**config.mk**
```make
export PLATFORM = sky130hd
export DESIGN_NAME = stage_sequencer
export DESIGN_NICKNAME = d
export VERILOG_FILES = /design/src/rtl/stage_sequencer.sv
export SDC_FILE = /design/constraint.sdc
export NUM_CORES = 1
export LEC_CHECK = 0
export CORE_MARGIN = 5
export CORE_UTILIZATION = 35
export DETAILED_ROUTE_END_ITERATION = 7
export HOLD_SLACK_MARGIN = 0.06
export PLACE_DENSITY = 0.56
export SLEW_MARGIN = 10
export SYNTH_ARGS = -nofsm -noshare
export SYNTH_HDL_FRONTEND = slang
export SYNTH_SLANG_ARGS = --single-unit
```
**constraint.sdc**
```tcl
create_clock -name clk -period 2.35 [get_ports clk]
set_input_delay 0.235 -clock clk [delete_from_list [all_inputs] [get_ports clk]]
set_output_delay 0.235 -clock clk [all_outputs]
set_load 0.05 [all_outputs]
```
**src/rtl/stage_sequencer.sv**
```systemverilog
// stage_sequencer: game-side driver for the stage-clear checker.
// It holds the current level, plays back a pseudo-random symbol sequence,
// judges player entries, and reacts to the checker's clear/allclear flags.
module stage_sequencer #(
    parameter int SHOW_CYCLES = 4,
    parameter int GAP_CYCLES  = 2,
    parameter int TIMEOUT     = 16
) (
    input  logic       clk,
    input  logic       reset,
    input  logic       start,
    input  logic       btn_valid,
    input  logic [1:0] btn_sym,
    input  logic       clear,
    input  logic       allclear,
    output logic [4:0] stage,
    output logic       true_stack,
    output logic       show_valid,
    output logic [1:0] show_sym,
    output logic [2:0] level,
    output logic       busy,
    output logic       fail,
    output logic       win
);

    typedef enum logic [2:0] {
        IDLE, LOAD, SHOW, PLAY, WAIT_CLR, WIN, LOSE
    } state_t;

    localparam int CNT_MAX0 = (SHOW_CYCLES > GAP_CYCLES) ? SHOW_CYCLES : GAP_CYCLES;
    localparam int CNT_MAX  = (CNT_MAX0 > TIMEOUT) ? CNT_MAX0 : TIMEOUT;
    localparam int CW       = $clog2(CNT_MAX + 1);

    state_t          state_q;
    logic [9:0]      lfsr_q;
    logic [9:0]      lfsr_d;
    logic [9:0]      pat_q;
    logic            clear_q;
    logic            allclear_q;
    logic [2:0]      level_q;
    logic [4:0]      stage_q;
    logic            true_q;
    logic            show_valid_q;
    logic [1:0]      show_sym_q;
    logic            busy_q;
    logic            fail_q;
    logic            win_q;
    logic [2:0]      idx_q;
    logic            gap_q;
    logic [CW-1:0]   cnt_q;
    logic            clearRise;
    logic            allclearRise;

    // Thermometer mask for a level: level L sets the low L bits.
    function automatic logic [4:0] therm(input logic [2:0] l);
        case (l)
            3'd0:    therm = 5'b00000;
            3'd1:    therm = 5'b00001;
            3'd2:    therm = 5'b00011;
            3'd3:    therm = 5'b00111;
            3'd4:    therm = 5'b01111;
            default: therm = 5'b11111;
        endcase
    endfunction

    // Symbol i of the latched pattern lives in bits [2i+1:2i].
    function automatic logic [1:0] symAt(input logic [9:0] p, input logic [2:0] i);
        case (i)
            3'd0:    symAt = p[1:0];
            3'd1:    symAt = p[3:2];
            3'd2:    symAt = p[5:4];
            3'd3:    symAt = p[7:6];
            default: symAt = p[9:8];
        endcase
    endfunction

    assign lfsr_d       = {lfsr_q[8:0], lfsr_q[9] ^ lfsr_q[6]};
    assign clearRise    = clear & ~clear_q;
    assign allclearRise = allclear & ~allclear_q;

    // Game FSM: the LFSR and edge detectors run every cycle; all outputs are registered here.
    always_ff @(posedge clk or posedge reset) begin
        if (reset) begin
            state_q      <= IDLE;
            lfsr_q       <= 10'h001;
            pat_q        <= '0;
            clear_q      <= 1'b0;
            allclear_q   <= 1'b0;
            level_q      <= '0;
            stage_q      <= '0;
            true_q       <= 1'b0;
            show_valid_q <= 1'b0;
            show_sym_q   <= '0;
            busy_q       <= 1'b0;
            fail_q       <= 1'b0;
            win_q        <= 1'b0;
            idx_q        <= '0;
            gap_q        <= 1'b0;
            cnt_q        <= '0;
        end else begin
            lfsr_q     <= lfsr_d;
            clear_q    <= clear;
            allclear_q <= allclear;
            true_q     <= 1'b0;
            case (state_q)
                IDLE, WIN, LOSE: begin
                    if (start) begin
                        state_q <= LOAD;
                        level_q <= 3'd1;
                        stage_q <= therm(3'd1);
                        fail_q  <= 1'b0;
                        win_q   <= 1'b0;
                        busy_q  <= 1'b1;
                    end
                end
                LOAD: begin
                    pat_q        <= lfsr_q;
                    state_q      <= SHOW;
                    idx_q        <= '0;
                    cnt_q        <= '0;
                    gap_q        <= 1'b0;
                    show_valid_q <= 1'b1;
                    show_sym_q   <= lfsr_q[1:0];
                end
                SHOW: begin
                    if (!gap_q) begin
                        if (cnt_q == CW'(SHOW_CYCLES - 1)) begin
                            gap_q        <= 1'b1;
                            cnt_q        <= '0;
                            show_valid_q <= 1'b0;
                            show_sym_q   <= '0;
                        end else begin
                            cnt_q <= cnt_q + 1'b1;
                        end
                    end else if (cnt_q == CW'(GAP_CYCLES - 1)) begin
                        cnt_q <= '0;
                        if (idx_q == level_q - 3'd1) begin
                            state_q <= PLAY;
                            idx_q   <= '0;
                        end else begin
                            idx_q        <= idx_q + 3'd1;
                            gap_q        <= 1'b0;
                            show_valid_q <= 1'b1;
                            show_sym_q   <= symAt(pat_q, idx_q + 3'd1);
                        end
                    end else begin
                        cnt_q <= cnt_q + 1'b1;
                    end
                end
                PLAY: begin
                    if (btn_valid) begin
                        if (btn_sym == symAt(pat_q, idx_q)) begin
                            true_q <= 1'b1;
                            if (idx_q + 3'd1 == level_q) begin
                                state_q <= WAIT_CLR;
                                idx_q   <= '0;
                                cnt_q   <= '0;
                            end else begin
                                idx_q <= idx_q + 3'd1;
                            end
                        end else begin
                            state_q <= LOSE;
                            fail_q  <= 1'b1;
                            busy_q  <= 1'b0;
                        end
                    end
                end
                WAIT_CLR: begin
                    if (allclearRise) begin
                        state_q <= WIN;
                        win_q   <= 1'b1;
                        busy_q  <= 1'b0;
                    end else if (clearRise) begin
                        if (level_q == 3'd5) begin
                            state_q <= LOSE;
                            fail_q  <= 1'b1;
                            busy_q  <= 1'b0;
                        end else begin
                            level_q      <= level_q + 3'd1;
                            stage_q      <= therm(level_q + 3'd1);
                            state_q      <= SHOW;
                            idx_q        <= '0;
                            cnt_q        <= '0;
                            gap_q        <= 1'b0;
                            show_valid_q <= 1'b1;
                            show_sym_q   <= pat_q[1:0];
                        end
                    end else if (cnt_q == CW'(TIMEOUT - 1)) begin
                        state_q <= LOSE;
                        fail_q  <= 1'b1;
                        busy_q  <= 1'b0;
                    end else begin
                        cnt_q <= cnt_q + 1'b1;
                    end
                end
                default: state_q <= IDLE;
            endcase
        end
    end

    assign stage      = stage_q;
    assign true_stack = true_q;
    assign show_valid = show_valid_q;
    assign show_sym   = show_sym_q;
    assign level      = level_q;
    assign busy       = busy_q;
    assign fail       = fail_q;
    assign win        = win_q;

endmodule

```
==> metrics.md, run 1 <==
| Metric | Value |
|---|---|
| Antenna diode count | `0` |
| Post-route DRC | `0` |
| YS warnings | `0` |
| Vias | `2,145` |
| Leakage | `1.56 nW` |
| Post-synth ARST share | `100%` |
| Area Growth Syn to Fin | `31.8%` |
| Drt via density | `5.01` |
| Most frequent cells after synthesis | `48 x dfrtp_1, 24 x nand2_1, 23 x nor2_1, 19 x inv_1, 18 x mux2_2` |
| Achievable clock frequency | `412 MHz` |
| Crit Path Class | `reg2reg` |
| Gr usage total | `13.9%` |
| Minimum clock period | `2430 ps` |
| Setup slack after layout | `-79.5 ps` |
| Clk slew on worst S/H paths | `100 ps` |
| Nets | `349` |
| Most common cell in the synthesized netlist | `dfrtp_1` |
| TritonCTS clock tree | `built` |
| Leading area contributor after synthesis | `dfrtp_1` |
| Root Buffer | `clkbuf_8` |
| RSZ-0062 raised after global routing | `true` |
| Crit Path Max Fanout | `5` |
| Maximum clock path buffer count | `2` |
| Port Buf Inserts | `22` |
| CP arrival | `2630 ps` |
| Syn nets | `288` |
| First-pass DRT Iterations | `4` |
| Post-synth top area share | `44.8%` |
| HPWL Detailed | `4.63 mm` |
| Post-synth EDFFs | `0` |
| Startpoint Class | `flop` |
| First-pass GRT wire length | `10.9 mm` |
| Reg-to-reg setup timing slack | `-80 ps` |
| Top delay family on crit path | `compound AO/OA/AOI/OAI gates` |
| Mapped Cells | `264` |
| GPL Wtd Cong | `0.790` |
| Count of pins over their slew limit | `0` |
| Number of global-route vias before repair | `2,184` |
| # fillers | `725` |
| Max-cap viol count | `0` |
| Remaining Overflow, GRT | `0` |
| Crit-path cells | `ha_4 > ha_4 > o21bai_2 > mux2i_1 > xor2_1 > a21oi_2 > a2111oi_4 > buf_4 > mux2_4` |
| Setup_tns | `-286 ps` |
| Tot Pwr | `4.39 mW` |
| Antenna-violating nets left | `0` |
| Wire length per cell | `14.5 µm` |
| Relative max-transition margin | `61.7%` |
| Min Hold Slack | `284 ps` |
| Core box area | `0.00761 mm²` |
| Violated checks | `setup timing` |
| Worst VDD drop | `0.729 mV` |
| Cell mode on critical path | `ha_4` |
| CP Data Required Time | `2550 ps` |
| WP buf/inv | `1` |
| Finish-stage setup viols | `5` |
| I/O pin count | `23` |
| Die Ht | `97.5 µm` |
| Antenna violations before repair | `0` |
| Type of destination of the critical path | `flop` |
| Period utilisation layout | `103%` |
| Post-synthesis sequential area ratio | `45.8%` |
| Initial Util | `35.2%` |
| Worst slew pin tran | `574 ps` |
| Yosys cell types | `47` |
| Main flop type after synthesis | `dfrtp_1` |
| Final Skew | `21.2 ps` |
| Syn_area_per_cell | `10.2 µm²` |
| Layout cells sized above 1 | `28.5%` |
| Number of hold buffers added after cts | `0` |
| Die area | `0.00951 mm²` |
| Clk Latency, worst-skew pair | `310 ps` |
| HP Class | `in2async` |
| Status | `finished with violations` |
| Synthesized area | `0.00268 mm²` |
| Power per cell area | `1240 mW/mm²` |
| Hold Fails Final Rpt | `0` |
| Worst path max stage delay | `490 ps` |
| Row cnt | `32` |
| Total detailed-routing wirelength | `6.23 mm` |
| Slowest-stage cell, CP | `dfrtp_2` |
| H-tree depth | `2` |
| #FFs+latches synth | `49` |
| Num CTS Buffers | `5` |
| Die width | `97.5 µm` |
| CTS Sinks | `49` |
| Most area-consuming cells after synthesis | `dfrtp_1 45%, mux2_2 7.6%, ha_1 7.5%, nand2_1 3.4%, nor2_1 3.2%` |
| DRT iter0 DRCs | `63` |
| Largest net degree at the start of global routing | `24` |
==> worst reg2reg max path, delay by kind of cell, from the launching register on <==
| kind | cells | cell delay (ps) |
|---|---|---|
| adders and majority gates | 2 | 350 |
| muxes | 2 | 480 |
| AOI/OAI and AO/OA | 3 | 540 |
| xor gates and xnor gates | 1 | 270 |
| buffers and inverters | 1 | 190 |
| DFF | 1 | 490 |
==> power breakdown <==
part           internal [mW]  leakage, nW  total, mW  switching, mW
sequential              1.01        0.640       1.14          0.130
clock                  0.316       0.0552      0.594          0.278
combinational           1.20        0.864       2.66           1.46
total                   2.52         1.56       4.39           1.87
==> repair_timing <==
| action | in CTS | in global routing |
|---|---|---|
| gates resized for setup | 7 | 8 |
| setup endpoints to repair | 6 | 11 |
| buffers inserted | 5 | 1 |
| gates cloned | 0 | 0 |
| endpoints found under the hold margin | 0 | 0 |
| pin swaps | 6 | 6 |
==> worst paths after layout <==
kind	from	end	cells after the start
setup / recovery	idx_q[0]	idx_q[2]	9
hold / removal	reset	level[2]	2
setup reg to reg	idx_q[0]	idx_q[2]	9
hold reg to reg	lfsr_q[5]	lfsr_q[6]	0
max in group asynchronous	reset	lfsr_q[0]	3
min in group clk	lfsr_q[5]	lfsr_q[6]	0
==> registers in the layout (all words and copies together), names as in the netlist, 2 cells and up <==
signal,flops
lfsr_q,10
pat_q,10
cnt_q,5
stage,5
idx_q,3
level,3
state_q,3
show_sym,2
==> routing by layer <==
layer,vias to the layer above,GRT usage (%),share of wire [%]
li1,1056,-,-
met1,1029,19.1,48
met2,56,22.2,47
met3,4,3.80,4.1
met4,0,2.77,0.77
met5,-,0,0
==> metrics by stage <==
| step | util (%) | area (µm²) | std cells | setup slack (ps) |
|---|---|---|---|---|
| 2_1_floorplan | - | 2770 | 264 | -60.1 |
| 3_3_place_gp | 43.7 | 3320 | 414 | -69.9 |
| 3_5_place_dp | 43.7 | 3320 | 414 | -145 |
| 4_1_cts | 46.0 | 3500 | 427 | -99.7 |
| 5_1_grt | 46.5 | 3530 | 428 | -202 |
| 6_report | 46.5 | 3530 | 428 | -79.5 |
==> cells by family (layout without fill, tap and decap cells) <==
kind of cell / Yosys count / after routing / synth area share (%)
muxes: 21 / 21 / 8.68
buffers and inverters: 26 / 88 / 4.01
AOI/OAI and AO/OA: 63 / 63 / 16.4
and+or+nand+nor: 79 / 79 / 14.4
adders and majority gates: 16 / 16 / 7.47
xor gates and xnor gates: 10 / 10 / 3.27
DFF: 49 / 49 / 45.8
==> layout by cell type, fill, tap and decap left out, types with 9 or more instances in the layout <==
| cell | instances |
|---|---|
| dfrtp_1 | 44 |
| buf_4 | 37 |
| nand2_1 | 23 |
| nor2_1 | 23 |
| clkdlybuf4s50_1 | 22 |
| inv_1 | 16 |
| mux2_2 | 13 |
| o21ai_0 | 13 |
| a21oi_1 | 12 |
| ha_1 | 11 |
| a22oi_1 | 9 |
==> layout make-up <==
class | instances | area (µm²) | area share (%)
clock buffer | 6 | 72.6 | 2.05
clock inverter | 2 | 35.0 | 0.991
inverter | 19 | 73.8 | 2.09
multi-input combinational | 189 | 1470 | 41.7
sequential | 49 | 1230 | 34.9
tap | 102 | 128 | 3.61
timing repair buffer | 61 | 520 | 14.7
(Power assumes the default switching activity.)
==> inputs of run 2 (changes only) <==
PLACE_DENSITY = 0.54   (was 0.56)
SLEW_MARGIN = 40   (was 10)
clock period = 2.7 ns   (was 2.35 ns; I/O delays follow)
==> metrics.md, run 2 (synthesis results as in run 1) <==
| Metric | Value |
|---|---|
| TritonCTS clock tree | `built` |
| Crit Path Class | `reg2reg` |
| DRT iter0 DRCs | `86 (+37%)` |
| Most frequent cells in the layout | `46 x dfrtp_1, 24 x nand2_1, 23 x nor2_1` |
| Port Buf Inserts | `22 (unchanged)` |
| Nets | `325 (-6.9%)` |
| Die width | `97.5 µm (unchanged)` |
| Commonest non-fill, non-tap cell in the layout | `dfrtp_1` |
| Status | `complete, no violations` |
| Pre-CTS WS | `81.1 ps (+226 ps)` |
| HPWL Detailed | `4.38 mm (-5.4%)` |
| Min Hold Slack | `326 ps (+42.9 ps)` |
| Placed cell areas | `0.00312 mm² (-6.2%)` |
| Largest net degree at the start of global routing | `27 (+13%)` |
| WP buf/inv | `0 (-1)` |
| Antenna-violating nets left | `0 (unchanged)` |
| Clk slew on worst S/H paths | `90 ps (about the same)` |
| # fillers | `755 (+4.1%)` |
| Maximum clock path buffer count | `2 (unchanged)` |
| HP Class | `in2async` |
| Largest regs | `lfsr_q x10, pat_q x10` |
| Wire length per cell | `14.1 µm (-2.7%)` |
| CP arrival | `2750 ps (+120 ps)` |
| Layout cells sized above 1 | `19.2% (-9.3 points)` |
| Post-CTS Setup Bufs | `0 (-5)` |
| Num CTS Buffers | `5 (unchanged)` |
| Crit Path Max Fanout | `5 (unchanged)` |
| Cell mode on critical path | `ha_1` |
| Initial Util | `35.2% (unchanged)` |
| Type of destination of the critical path | `flop` |
| Finished Cell Area | `0.00325 mm² (-7.9%)` |
| Root Buffer | `clkbuf_8` |
| Achievable clock frequency | `391 MHz (-5.1%)` |
| Remaining Overflow, GRT | `0 (unchanged)` |
| Setup slack after layout | `141 ps (+221 ps)` |
| First-pass DRT Iterations | `4 (unchanged)` |
| Total detailed-routing wirelength | `5.72 mm (-8.2%)` |
| Slowest-stage cell, CP | `dfrtp_2` |
| Finish-stage setup viols | `0 (-5)` |
| Crit-path cells | `ha_1 > ha_1 > o21bai_2 > mux2i_1 > xor2_1 > a21oi_2 > a2111oi_4 > mux2_2` |
| Core box area | `0.00761 mm² (unchanged)` |
| CTS Sinks | `49 (unchanged)` |
| Startpoint Class | `flop` |
| Leakage | `1.43 nW (-8.6%)` |
| Antenna violations before repair | `0 (unchanged)` |
| Gr usage total | `12.6% (-1.4 points)` |
| Relative max-transition margin | `52.4% (-9.3 points)` |
| CP Data Required Time | `2890 ps (+340 ps)` |
| Number of global-route vias before repair | `2,041 (-6.5%)` |
| Worst VDD drop | `0.337 mV (-54%)` |
| GPL Wtd Cong | `0.829 (+4.9%)` |
| Hold Fails Final Rpt | `0 (unchanged)` |
| Row cnt | `32 (unchanged)` |
| Die Ht | `97.5 µm (unchanged)` |
| Area Growth Syn to Fin | `21.4%` |
| Worst slew pin tran | `709 ps (+135 ps)` |
| Power per cell area | `1050 mW/mm² (-16%)` |
| Clk Latency, worst-skew pair | `310 ps (about the same)` |
| Final cell count without fillers | `404 (-5.6%)` |
| I/O pin count | `23 (unchanged)` |
| Vias | `1,997 (-6.9%)` |
| Period utilisation layout | `94.8% (-8.6 points)` |
| Top delay family on crit path | `compound AO/OA/AOI/OAI gates` |
| Max-cap viol count | `0 (unchanged)` |
| Final Skew | `8.27 ps (-13.0 ps)` |
| Drt via density | `4.94 (-1.4%)` |
| Minimum clock period | `2560 ps (+129 ps)` |
| Post-route DRC | `0 (unchanged)` |
| Antenna diode count | `0 (unchanged)` |
| Worst path max stage delay | `450 ps (-40 ps)` |
| Dpl cells | `396 (-4.3%)` |
| Die area | `0.00951 mm² (unchanged)` |
| Count of pins over their slew limit | `0 (unchanged)` |
| H-tree depth | `2 (unchanged)` |
| Number of hold buffers added after cts | `0 (unchanged)` |
| First-pass GRT wire length | `9.80 mm (-10%)` |
## run 2: cell count changes in the layout (fill, tap and decap cells not counted), moves of 3 or more
| cell | delta |
|---|---|
| ha_1 | +3 |
| mux2_4 | -5 |
| mux2_2 | +5 |
| ha_4 | -5 |
| buf_4 | -23 |
## run 2: area by class of cell
type                    instances  area [µm²]  area share (%)
well taps                     102         128            3.92
clock buffers                   6        72.6            2.23
multi-input cells             189        1370            42.1
flip-flops and latches         49        1230            37.8
inverters                      19        71.3            2.19
clock inverters                 2        38.8            1.19
repair buffers                 37         345            10.6
## run 2: path summary, 6_finish.rpt
kind	start	end	slack, ps	cells after the start
max	idx_q[0]	idx_q[1]	140	8
min	reset	gap_q	330	2
max reg2reg	idx_q[0]	idx_q[1]	140	8
min reg2reg	lfsr_q[8]	lfsr_q[9]	370	0
max in group asynchronous	reset	idx_q[1]	1820	3
min in group clk	lfsr_q[8]	lfsr_q[9]	370	0
## run 2: what timing repair did
action | 4_1_cts | 5_1_grt
gates resized for setup | 0 | 8
hold endpoints to repair | 0 | 0
setup endpoints to repair | 0 | 9
## run 2: where the power goes
group | leakage [nW] | switching [mW] | internal [mW]
Sequential | 0.642 | 0.130 | 0.874
Combinational | 0.728 | 1.13 | 0.747
Clock | 0.0554 | 0.248 | 0.278
Total | 1.43 | 1.50 | 1.90
## run 2: per-stage QoR
| step | TNS, ps | total power [mW] | util, % |
|---|---|---|---|
| floorplan | 0 | 2.36 | - |
| global placement | 0 | 2.86 | 41.0 |
| detailed placement | 0 | 2.86 | 41.0 |
| CTS | 0 | 3.41 | 42.5 |
| global route | -7.77 | 3.66 | 42.8 |
| finish | 0 | 3.40 | 42.8 |
## run 2: metal layers
layer	wire, µm	global-route usage, %
met4	65	3.62
met3	233	2.80
met5	0	0
met1	2840	17.2
met2	2580	20.0
